--- src/rtl/frame_verifier_pkg.sv ---
// Shared types and helpers for the frame verifier.
//   err_t   : result code reported on out_err.
//   state_t : control FSM states of frame_verifier.
//   n_chunk : number of TAG_W-wide chunks covering the frame body.
package frame_verifier_pkg;

  typedef enum logic [1:0] {
    ERR_OK     = 2'd0,
    ERR_TAG    = 2'd1,
    ERR_WINDOW = 2'd2,
    ERR_REPLAY = 2'd3
  } err_t;

  typedef enum logic [1:0] {
    IDLE  = 2'd0,
    HASH  = 2'd1,
    CHECK = 2'd2,
    OUT   = 2'd3
  } state_t;

  // ceil((msg_w - tag_w) / tag_w)
  function automatic int n_chunk(input int msg_w, input int tag_w);
    return (msg_w - tag_w + tag_w - 1) / tag_w;
  endfunction

endpackage

--- src/rtl/frame_verifier_fold_tag_engine.sv ---
// Keyed fold tag engine: folds the frame body into a TAG_W accumulator,
// one chunk per cycle: acc <= rotl1(acc) ^ chunk[idx].
// Ports:
//   clk, reset_n : clock, asynchronous active-low reset
//   start        : load KEY and begin folding (ignored while busy)
//   body         : frame body, must stay stable while busy
//   busy         : folding in progress
//   done         : high in the cycle the last chunk is being folded
//   tag          : accumulator value (final once busy has fallen)
module fold_tag_engine
  import frame_verifier_pkg::*;
#(
  parameter int              BODY_W = 216,
  parameter int              TAG_W  = 40,
  parameter logic [TAG_W-1:0] KEY   = '0
) (
  input  logic              clk,
  input  logic              reset_n,
  input  logic              start,
  input  logic [BODY_W-1:0] body,
  output logic              busy,
  output logic              done,
  output logic [TAG_W-1:0]  tag
);

  localparam int N_CHUNK = n_chunk(BODY_W + TAG_W, TAG_W);
  localparam int IDX_W   = (N_CHUNK > 1) ? $clog2(N_CHUNK) : 1;
  localparam logic [IDX_W-1:0] LAST = IDX_W'(N_CHUNK - 1);

  logic [N_CHUNK*TAG_W-1:0] body_ext;
  logic [TAG_W-1:0]         acc;
  logic [TAG_W-1:0]         chunk;
  logic [IDX_W-1:0]         idx;

  // Body is zero-extended up to a whole number of chunks.
  always_comb begin
    body_ext                = '0;
    body_ext[BODY_W-1:0]    = body;
    chunk                   = body_ext[int'(idx)*TAG_W +: TAG_W];
  end

  assign done = busy && (idx == LAST);
  assign tag  = acc;

  always_ff @(posedge clk or negedge reset_n) begin
    if (!reset_n) begin
      acc  <= '0;
      idx  <= '0;
      busy <= 1'b0;
    end else if (start && !busy) begin
      acc  <= KEY;
      idx  <= '0;
      busy <= 1'b1;
    end else if (busy) begin
      acc <= {acc[TAG_W-2:0], acc[TAG_W-1]} ^ chunk;
      if (idx == LAST) busy <= 1'b0;
      else             idx  <= idx + 1'b1;
    end
  end

endmodule

--- src/rtl/frame_verifier.sv ---
// Frame verifier: accepts a {timestamp, payload, tag} frame, recomputes the
// keyed fold tag, checks the timestamp window and replay, and returns the
// payload with a pass/error status. Keeps saturating pass/fail counters.
// Ports:
//   clk, reset_n          : clock, asynchronous active-low reset
//   in_valid/in_ready     : input handshake, in_frame/now_ts/threshold
//   out_valid/out_ready   : output handshake, out_payload/out_pass/out_err
//   cnt_pass, cnt_fail    : saturating statistics
// Handshakes: a transfer happens on a rising edge where valid && ready are
// both high; a source holds valid and data until that edge, ready never
// depends combinationally on valid.
module frame_verifier
  import frame_verifier_pkg::*;
#(
  parameter int               MSG_W     = 256,
  parameter int               TS_W      = 32,
  parameter int               TAG_W     = 40,
  parameter int               THR_W     = 10,
  parameter int               CNT_W     = 16,
  parameter logic [TAG_W-1:0] KEY       = 40'h5A5A5A5A5A,
  parameter bit               REPLAY_EN = 1'b1
) (
  input  logic                   clk,
  input  logic                   reset_n,
  input  logic                   in_valid,
  output logic                   in_ready,
  input  logic [MSG_W-1:0]       in_frame,
  input  logic [TS_W-1:0]        now_ts,
  input  logic [THR_W-1:0]       threshold,
  output logic                   out_valid,
  input  logic                   out_ready,
  output logic [MSG_W-TAG_W-1:0] out_payload,
  output logic                   out_pass,
  output logic [1:0]             out_err,
  output logic [CNT_W-1:0]       cnt_pass,
  output logic [CNT_W-1:0]       cnt_fail
);

  localparam int BODY_W = MSG_W - TAG_W;
  localparam logic [TS_W:0] TS_MAX = {1'b0, {TS_W{1'b1}}};

  state_t            state;
  logic [MSG_W-1:0]  frame_q;
  logic [TS_W-1:0]   now_q;
  logic [THR_W-1:0]  thr_q;
  logic [TS_W-1:0]   last_ts;
  logic              last_vld;

  logic              start;
  logic              eng_busy;
  logic              eng_done;
  logic [TAG_W-1:0]  eng_tag;

  logic [TS_W-1:0]   ts;
  logic [TS_W:0]     now_w, thr_w, ts_w, lo, hi;
  err_t              err_next;

  assign ts    = frame_q[MSG_W-1 -: TS_W];
  assign start = (state == IDLE) && in_valid && in_ready && !eng_busy;

  fold_tag_engine #(
    .BODY_W (BODY_W),
    .TAG_W  (TAG_W),
    .KEY    (KEY)
  ) u_engine (
    .clk     (clk),
    .reset_n (reset_n),
    .start   (start),
    .body    (frame_q[MSG_W-1:TAG_W]),
    .busy    (eng_busy),
    .done    (eng_done),
    .tag     (eng_tag)
  );

  // Window bounds are formed one bit wider so now-thr and now+thr can be
  // clamped instead of wrapping.
  always_comb begin
    now_w              = {1'b0, now_q};
    ts_w               = {1'b0, ts};
    thr_w              = '0;
    thr_w[THR_W-1:0]   = thr_q;
    lo                 = (now_w >= thr_w) ? (now_w - thr_w) : '0;
    hi                 = now_w + thr_w;
    if (hi > TS_MAX) hi = TS_MAX;

    err_next = ERR_OK;
    if (eng_tag != frame_q[TAG_W-1:0])            err_next = ERR_TAG;
    else if ((ts_w < lo) || (ts_w > hi))          err_next = ERR_WINDOW;
    else if (REPLAY_EN && last_vld && (ts <= last_ts)) err_next = ERR_REPLAY;
  end

  always_ff @(posedge clk or negedge reset_n) begin
    if (!reset_n) begin
      state       <= IDLE;
      in_ready    <= 1'b1;
      out_valid   <= 1'b0;
      out_payload <= '0;
      out_pass    <= 1'b0;
      out_err     <= ERR_OK;
      frame_q     <= '0;
      now_q       <= '0;
      thr_q       <= '0;
      last_ts     <= '0;
      last_vld    <= 1'b0;
      cnt_pass    <= '0;
      cnt_fail    <= '0;
    end else begin
      case (state)
        IDLE: begin
          if (start) begin
            frame_q  <= in_frame;
            now_q    <= now_ts;
            thr_q    <= threshold;
            in_ready <= 1'b0;
            state    <= HASH;
          end
        end
        HASH: begin
          if (eng_done) state <= CHECK;
        end
        CHECK: begin
          out_err   <= err_next;
          out_valid <= 1'b1;
          if (err_next == ERR_OK) begin
            out_payload <= frame_q[MSG_W-1:TAG_W];
            out_pass    <= 1'b1;
            last_ts     <= ts;
            last_vld    <= 1'b1;
            if (cnt_pass != '1) cnt_pass <= cnt_pass + 1'b1;
          end else begin
            out_payload <= '0;
            out_pass    <= 1'b0;
            if (cnt_fail != '1) cnt_fail <= cnt_fail + 1'b1;
          end
          state <= OUT;
        end
        OUT: begin
          if (out_ready) begin
            out_valid <= 1'b0;
            in_ready  <= 1'b1;
            state     <= IDLE;
          end
        end
        default: state <= IDLE;
      endcase
    end
  end

endmodule

--- config.mk ---
export PLATFORM = sky130hd
export DESIGN_NAME = frame_verifier
export DESIGN_NICKNAME = d
export VERILOG_FILES = /design/src/rtl/frame_verifier_pkg.sv /design/src/rtl/frame_verifier_fold_tag_engine.sv /design/src/rtl/frame_verifier.sv
export SDC_FILE = /design/constraint.sdc
export NUM_CORES = 1
export LEC_CHECK = 0
export CAP_MARGIN = 10
export CORE_MARGIN = 2
export CORE_UTILIZATION = 48
export CTS_CLUSTER_SIZE = 25
export DETAILED_ROUTE_END_ITERATION = 8
export PLACE_DENSITY = 0.83
export SLEW_MARGIN = 20
export SYNTH_ARGS = -nofsm -noshare
export SYNTH_HDL_FRONTEND = slang
export SYNTH_SLANG_ARGS = --single-unit
--- constraint.sdc ---
create_clock -name clk -period 5.12 [get_ports clk]
set_input_delay 0.768 -clock clk [delete_from_list [all_inputs] [get_ports clk]]
set_output_delay 0.768 -clock clk [all_outputs]
set_load 0.05 [all_outputs]
Word level (Yosys, flattened, before mapping). Cells that the tools add are included.

Memory bits (read-only): 0. Latch bits: 0. Output and inout bits: 253. Memory bits (writable): 0. Input port bits: 302. Logic and storage cells: 86. Register bits: 630. Memories: 0.

Shifts and indexed selects: 1. Magnitude comparators: 5. Divide/modulo/power cells: 0. Add/sub/neg operators: 5. Eq/ne operators: 11. Reduce and logical (&&, ||, !) cells: 21. $mul: 1. Multiplexer cells: 24. Bitwise gates (word level): 2.

Operators by type and width (number): 240-bit by 32-bit variable part select with 40-bit output (1); 216-bit 2-to-1 mux (1); 40-bit 2-to-1 mux (2); 33-bit 2-to-1 mux (2); 40-bit inequality test (1); 40-bit XOR (1); 32-bit by 10-bit adder with 33-bit output (1); 32-bit by 33-bit greater-than comparator with 1-bit output (1); 33-bit by 32-bit greater-than comparator with 1-bit output (second input constant) (1); 32-bit by 33-bit < comparator with 1-bit output (1); 32-bit by 10-bit subtractor with 33-bit output (1); 16-bit by 1-bit adder with 16-bit output (second input constant) (2); 32-bit by 10-bit >= comparator with 1-bit output (1); 32-bit <= comparator (1); 16-bit inequality test (second input constant) (2); 2-bit 2-to-1 mux (6); 3-bit AND reduction (4); 3-bit 2-to-1 mux (3); 2-bit one-hot mux with 4 select lines (1); 2-bit AND reduction (4); 1-bit 2-to-1 mux (7); 1-bit logical AND (6); 3-bit by 3-bit multiplier with 6-bit output (second input constant) (1); 2-bit nonzero test (3); 11 further kinds (16).

Logic depth before layout (Yosys ltp).
Depth in word-level cells: 10. Mapped depth: 25. Mapped depth without buffers: 23.

By module. Synthesis repeated with hierarchy kept, for this count alone.

Cells, all modules: 3088. Area, all modules: 30157.7 µm².

By module, submodules not included: frame_verifier (area an instance 26356.5 µm², sequential area each 14665.3 µm², times used 1, cells each 2724); fold_tag_engine (area an instance 3801.1 µm², sequential area each 1101.1 µm², times used 1, cells each 364).

Least setup slack after synthesis. OpenSTA, ideal clock, no wires.

Kind: register -> register. Start: reg thr_q[0]. End: reg cnt_pass[12]. Path buffers: 2. Setup slack: 0.024 ns. Arrival: 4.969 ns. Cell stages (with the launch flop): 25. Cells stage by stage: dfrtp_1 ha_1 inv_1 fa_1 o21bai_1 a21oi_1 o21bai_1 a2111o_1 nand2_1 o41ai_1 clkbuf_1 nand4_1 nand2_1 mux2i_1 ha_1 and2_1 a221o_1 a21oi_1 nand3_1 o31ai_1 nand2_1 or3_1 buf_2 nor3_2 mux2_1.

Word-level cells in the longest chain between the ends: 9. Elaborated cells on any way between the ends: 13. Classes of those cells: add/sub (2); order compare (4); mux (4); reduce/logical (3).

Ends and longest elaborated chain: start: declaration (RTL line frame_verifier.sv:45) `logic [THR_W-1:0] thr_q;`; start signal: assignment (RTL line frame_verifier.sv:113) `thr_q <= threshold;`; 32-bit by 10-bit adder with 33-bit output (RTL line frame_verifier.sv:83) `hi = now_w + thr_w;`; 33-bit by 32-bit greater-than comparator with 1-bit output (RTL line frame_verifier.sv:84) `if (hi > TS_MAX) hi = TS_MAX;`; 33-bit 2-to-1 mux (RTL line frame_verifier.sv:84); 32-bit by 33-bit greater-than comparator with 1-bit output (RTL line frame_verifier.sv:88) `else if ((ts_w < lo) || (ts_w > hi)) err_next = ERR_WINDOW;`; 1-bit logical OR (*) (RTL line frame_verifier.sv:88); 2-bit 2-to-1 mux (*) (RTL line frame_verifier.sv:88); 2-bit 2-to-1 mux (*) (RTL line frame_verifier.sv:87) `if (eng_tag != frame_q[TAG_W-1:0]) err_next = ERR_TAG;`; 2-bit zero test (*) (RTL line frame_verifier.sv:124) `if (err_next == ERR_OK) begin`; 3-bit AND reduction (no source line) (*); end signal: assignment (RTL line frame_verifier.sv:129) `if (cnt_pass != '1) cnt_pass <= cnt_pass + 1'b1;`; end: declaration (RTL line frame_verifier.sv:35) `output logic [CNT_W-1:0] cnt_pass,`.

Every way passes the cells marked *; elsewhere a longest branch is shown, timed or not. A chain may end at the register's enable or synchronous reset.

Worst setup path after layout.
Start: reg thr_q[0]. End: reg out_payload[104].

Word-level cells in the longest chain between the ends: 9. Elaborated cells on any way between the ends: 13. Classes of those cells: add/sub (2); order compare (4); mux (5); reduce/logical (2).

Ends and longest elaborated chain: 32-bit by 10-bit adder with 33-bit output (RTL line frame_verifier.sv:83); 33-bit by 32-bit greater-than comparator with 1-bit output (RTL line frame_verifier.sv:84); 33-bit 2-to-1 mux (RTL line frame_verifier.sv:84); 32-bit by 33-bit greater-than comparator with 1-bit output (RTL line frame_verifier.sv:88); 1-bit logical OR (*) (RTL line frame_verifier.sv:88); 2-bit 2-to-1 mux (*) (RTL line frame_verifier.sv:88); 2-bit 2-to-1 mux (*) (RTL line frame_verifier.sv:87); 2-bit zero test (*) (RTL line frame_verifier.sv:124); 216-bit 2-to-1 mux (*) (RTL line frame_verifier.sv:124); end signal: assignment (RTL line frame_verifier.sv:125) `out_payload <= frame_q[MSG_W-1:TAG_W];`; end: declaration (RTL line frame_verifier.sv:32) `output logic [MSG_W-TAG_W-1:0] out_payload,`.

Marks and branches as above.

==> out/metrics.yaml <==
port_buffers: 554
fin_crit_sh_pct: 101
fp-row-count: 92
ant_nets: 0
grt_pass1_wl_um: 165000
placed_cells: 4776
grt_max_degree: 186
cp_max_fo: 7
dieArea_sq_um: 65700
crit_path_end: "out_payload[104]"
first_iter_violations: 2997
setup_viol: 28
cap_violations: 0
cts_buffers: 68
finClkSkew_ns: 0.0422
cp_data_required_time_ns: 5.65
setup_ws_ns: -0.0757
cp-startpoint: "thr_q[0]"
cp_slowest_stage_delay_ns: 0.46
overflow: 0
postRouteWirelength_um: 117000
finalInstanceArea_sq_um: 42000
post-dp-hpwl_um: 77100
worstSkewPairLatency_ns: 0.65
powerDensity_nw_per_um2: 553
clockRootBuffer: "clkbuf_16"
cts-hold-fix-buffers: 0
die_h_um: 256
path_class: "flip-flop to flip-flop"
min_path_type: "primary input to asynchronous set/reset pin"
layout.nets: 4492
ios: 555
reg2reg_depth: 26
power_leakage_nw: 19.7
regToRegEndpoint: "out_payload[104]"
seq_area_frac_synth_pct: 51.6
start_kind: "flip-flop"
relSlewSlack_pct: 17.5
syn_nets: 3884
final_cells: 4973
routed_via_density: 5.68
grt_pass1_vias: 26936
dr.pass1.iters: 5
ys_async_sr_fraction_pct: 100
antenna_found_initial: 9
core_area_sq_um: 63000
synth_warnings: 0
reg2reg_from: "thr_q[0]"
ys.flop_type: "dfrtp_1"
outcome: "complete, but fails checks"
start_util_pct: 48.5
gp_congestion: 0.966
hold_viol_final: 0
synth.distinct_cells: 68
syn_area_per_cell_sq_um: 8.84
syn_area_sq_um: 30600
clock.fmax_mhz: 192
critPathCaptureType: "flip-flop"
vias: 28250
nFillCells: 4534
worst_pin_slew_ns: 1.24
htreeDepth: 3
clk_pin_slew_worst_paths_ns: 0.06
drcViolationCount: 0
slowest_stage: "o41a_1"
dpl_cell_area_sq_um: 37400
ff2ff_setup_slack_ns: -0.08
die_width_um: 256
synth_edf_count: 0
wl_per_cell_um: 23.6
vdd_drop_max_v: 0.000501
whs_ns: 0.189
tns_ns: -0.483
ys_ff_latch: 630
slew_viol_final: 0
critPathArrivalTime_ns: 5.72
cts_buffer_depth: 3
cts_tree: "built"
syn-instance-count: 3457
grt_use_total_pct: 32.8
rsz0062_at_grt: "yes"
clock-sinks: 630
timing.final.crit_period_ns: 5.20
final_layout_size_suffix_gt1_share_pct: 12.5
violations: "setup timing"
area_delta_synth_final_pct: 37.3
-- routing by layer --
layer | track usage [%] | routed length, um
met1 | 42.0 | 43200
met2 | 52.1 | 55200
met3 | 8.22 | 11700
met4 | 16.3 | 7040
met5 | 0 | 42
-- area by class of cell --
type                       instances  area (sq um)  area share, %
sequential                       630         15800           37.6
multi-input combinational       2348         13900           33.1
timing repair buffer             723          7660           18.2
clock buffer                      87          1910           4.56
inverter                         294          1100           2.63
tap                              846          1060           2.52
clock inverter                    36           538           1.28
antenna                            9          22.5         0.0537
-- through the flow --
| stage | setup slack, ns | power, mW | util (%) |
|---|---|---|---|
| final | -0.0757 | 23.2 | 66.7 |
| after CTS | 0.00548 | 22.3 | 63.8 |
| after global routing | -0.304 | 24.4 | 66.6 |
| after global placement | -0.138 | 16.4 | 59.4 |
| after detailed placement | -0.210 | 16.7 | 59.4 |
| after floorplan | 0.0238 | 13.2 | - |
-- cells by family (layout without fill, tap and decap cells) --
group	Yosys count	after routing	synth area share, %
DFF	630	630	51.6
xor gates and xnor gates	143	143	4.10
adders and majority gates	125	125	5.17
other	0	9	0
buffers and inverters	479	1140	6.02
AOI/OAI and AO/OA	520	520	9.69
muxes	96	96	3.81
and+or+nand+nor	1464	1464	19.6
-- cells in the mapped netlist, types with 3 or more instances --
| cell | number | area share, % |
|---|---|---|
| mux2i_1 | 76 | 2.5 |
| mux4_2 | 16 | 1.2 |
| xnor2_1 | 68 | 1.9 |
| and3_1 | 17 | 0.35 |
| nand3_1 | 44 | 0.72 |
| nor3_1 | 22 | 0.36 |
| ha_1 | 123 | 5.0 |
| nor2b_1 | 5 | 0.10 |
| a211oi_1 | 5 | 0.12 |
| dfrtp_1 | 629 | 51 |
| or2_2 | 3 | 0.061 |
| o211ai_1 | 3 | 0.074 |
| inv_1 | 294 | 3.6 |
| o21ai_1 | 11 | 0.18 |
| clkbuf_1 | 150 | 1.8 |
| a22o_1 | 20 | 0.57 |
| o21ai_0 | 279 | 4.6 |
| a31oi_1 | 5 | 0.10 |
| nor2_1 | 105 | 1.3 |
| and4_1 | 9 | 0.26 |
| buf_2 | 28 | 0.46 |
| or3_1 | 4 | 0.082 |
| a21oi_1 | 98 | 1.6 |
| and2_1 | 7 | 0.14 |
| mux2_2 | 3 | 0.11 |
| nand2_1 | 1165 | 14 |
| xor2_1 | 75 | 2.1 |
| a211o_1 | 6 | 0.17 |
| nand4_1 | 39 | 0.80 |
| o22ai_1 | 44 | 0.90 |
| a21o_1 | 16 | 0.39 |
| buf_1 | 6 | 0.074 |
| nor3b_1 | 4 | 0.098 |
| nand2b_1 | 12 | 0.25 |
| nor4_1 | 13 | 0.27 |
| o21a_1 | 7 | 0.17 |
| o21bai_1 | 7 | 0.17 |
-- placed cells by master, fill, tap and decap left out, drive strengths merged, types with 16 or more instances in the layout --
master,count
a21o,16
a21oi,98
a22o,20
and3,17
buf,147
clkbuf,110
clkdlybuf4s50,553
clkinv,24
dfrtp,629
ha,123
inv,295
mux2i,76
mux4,16
nand2,1165
nand3,44
nand4,39
nor2,105
nor3,24
o21ai,290
o22ai,44
xnor2,68
xor2,75
-- flip-flops by register name (all words and copies together), names as in the netlist --
register	flops
cnt_fail	16
cnt_pass	16
frame_q	256
in_ready	1
last_ts	32
last_vld	1
now_q	32
out_err	2
out_pass	1
out_payload	216
out_valid	1
state	2
thr_q	10
u_engine.busy	1
u_engine.idx	3
u_engine.tag	40
-- critical path, delay by kind of cell, from the launching register on --
kind	cells	cell delay, ns
buffers and inverters	6	0.98
flip-flops	1	0.36
adder cells (fa/ha/maj)	3	0.91
AO/OA/AOI/OAI	8	1.62
AND/OR/NAND/NOR	9	1.17
-- power by group --
group | internal [mW] | switching (mW)
Clock | 3.14 | 2.24
Combinational | 3.98 | 5.76
Sequential | 6.23 | 1.84
-- how the worst min path moves through the flow --
stage / end / slack (ns) / depth (start not counted)
floorplan: last_vld / 0.44 / 2
global placement: cnt_pass[8] / 0.47 / 1
detailed placement: cnt_pass[8] / 0.48 / 1
CTS: thr_q[5] / 0.24 / 1
global route: thr_q[5] / 0.28 / 1
finish: thr_q[5] / 0.19 / 1
-- what timing repair did --
item,in CTS,in global routing
gates cloned,3,33
resized for setup,19,375
setup buffers,17,14
endpoints found under the hold margin,0,0
pin swaps,11,55
endpoints found under the setup margin,275,284
(Power assumes the default switching activity.)
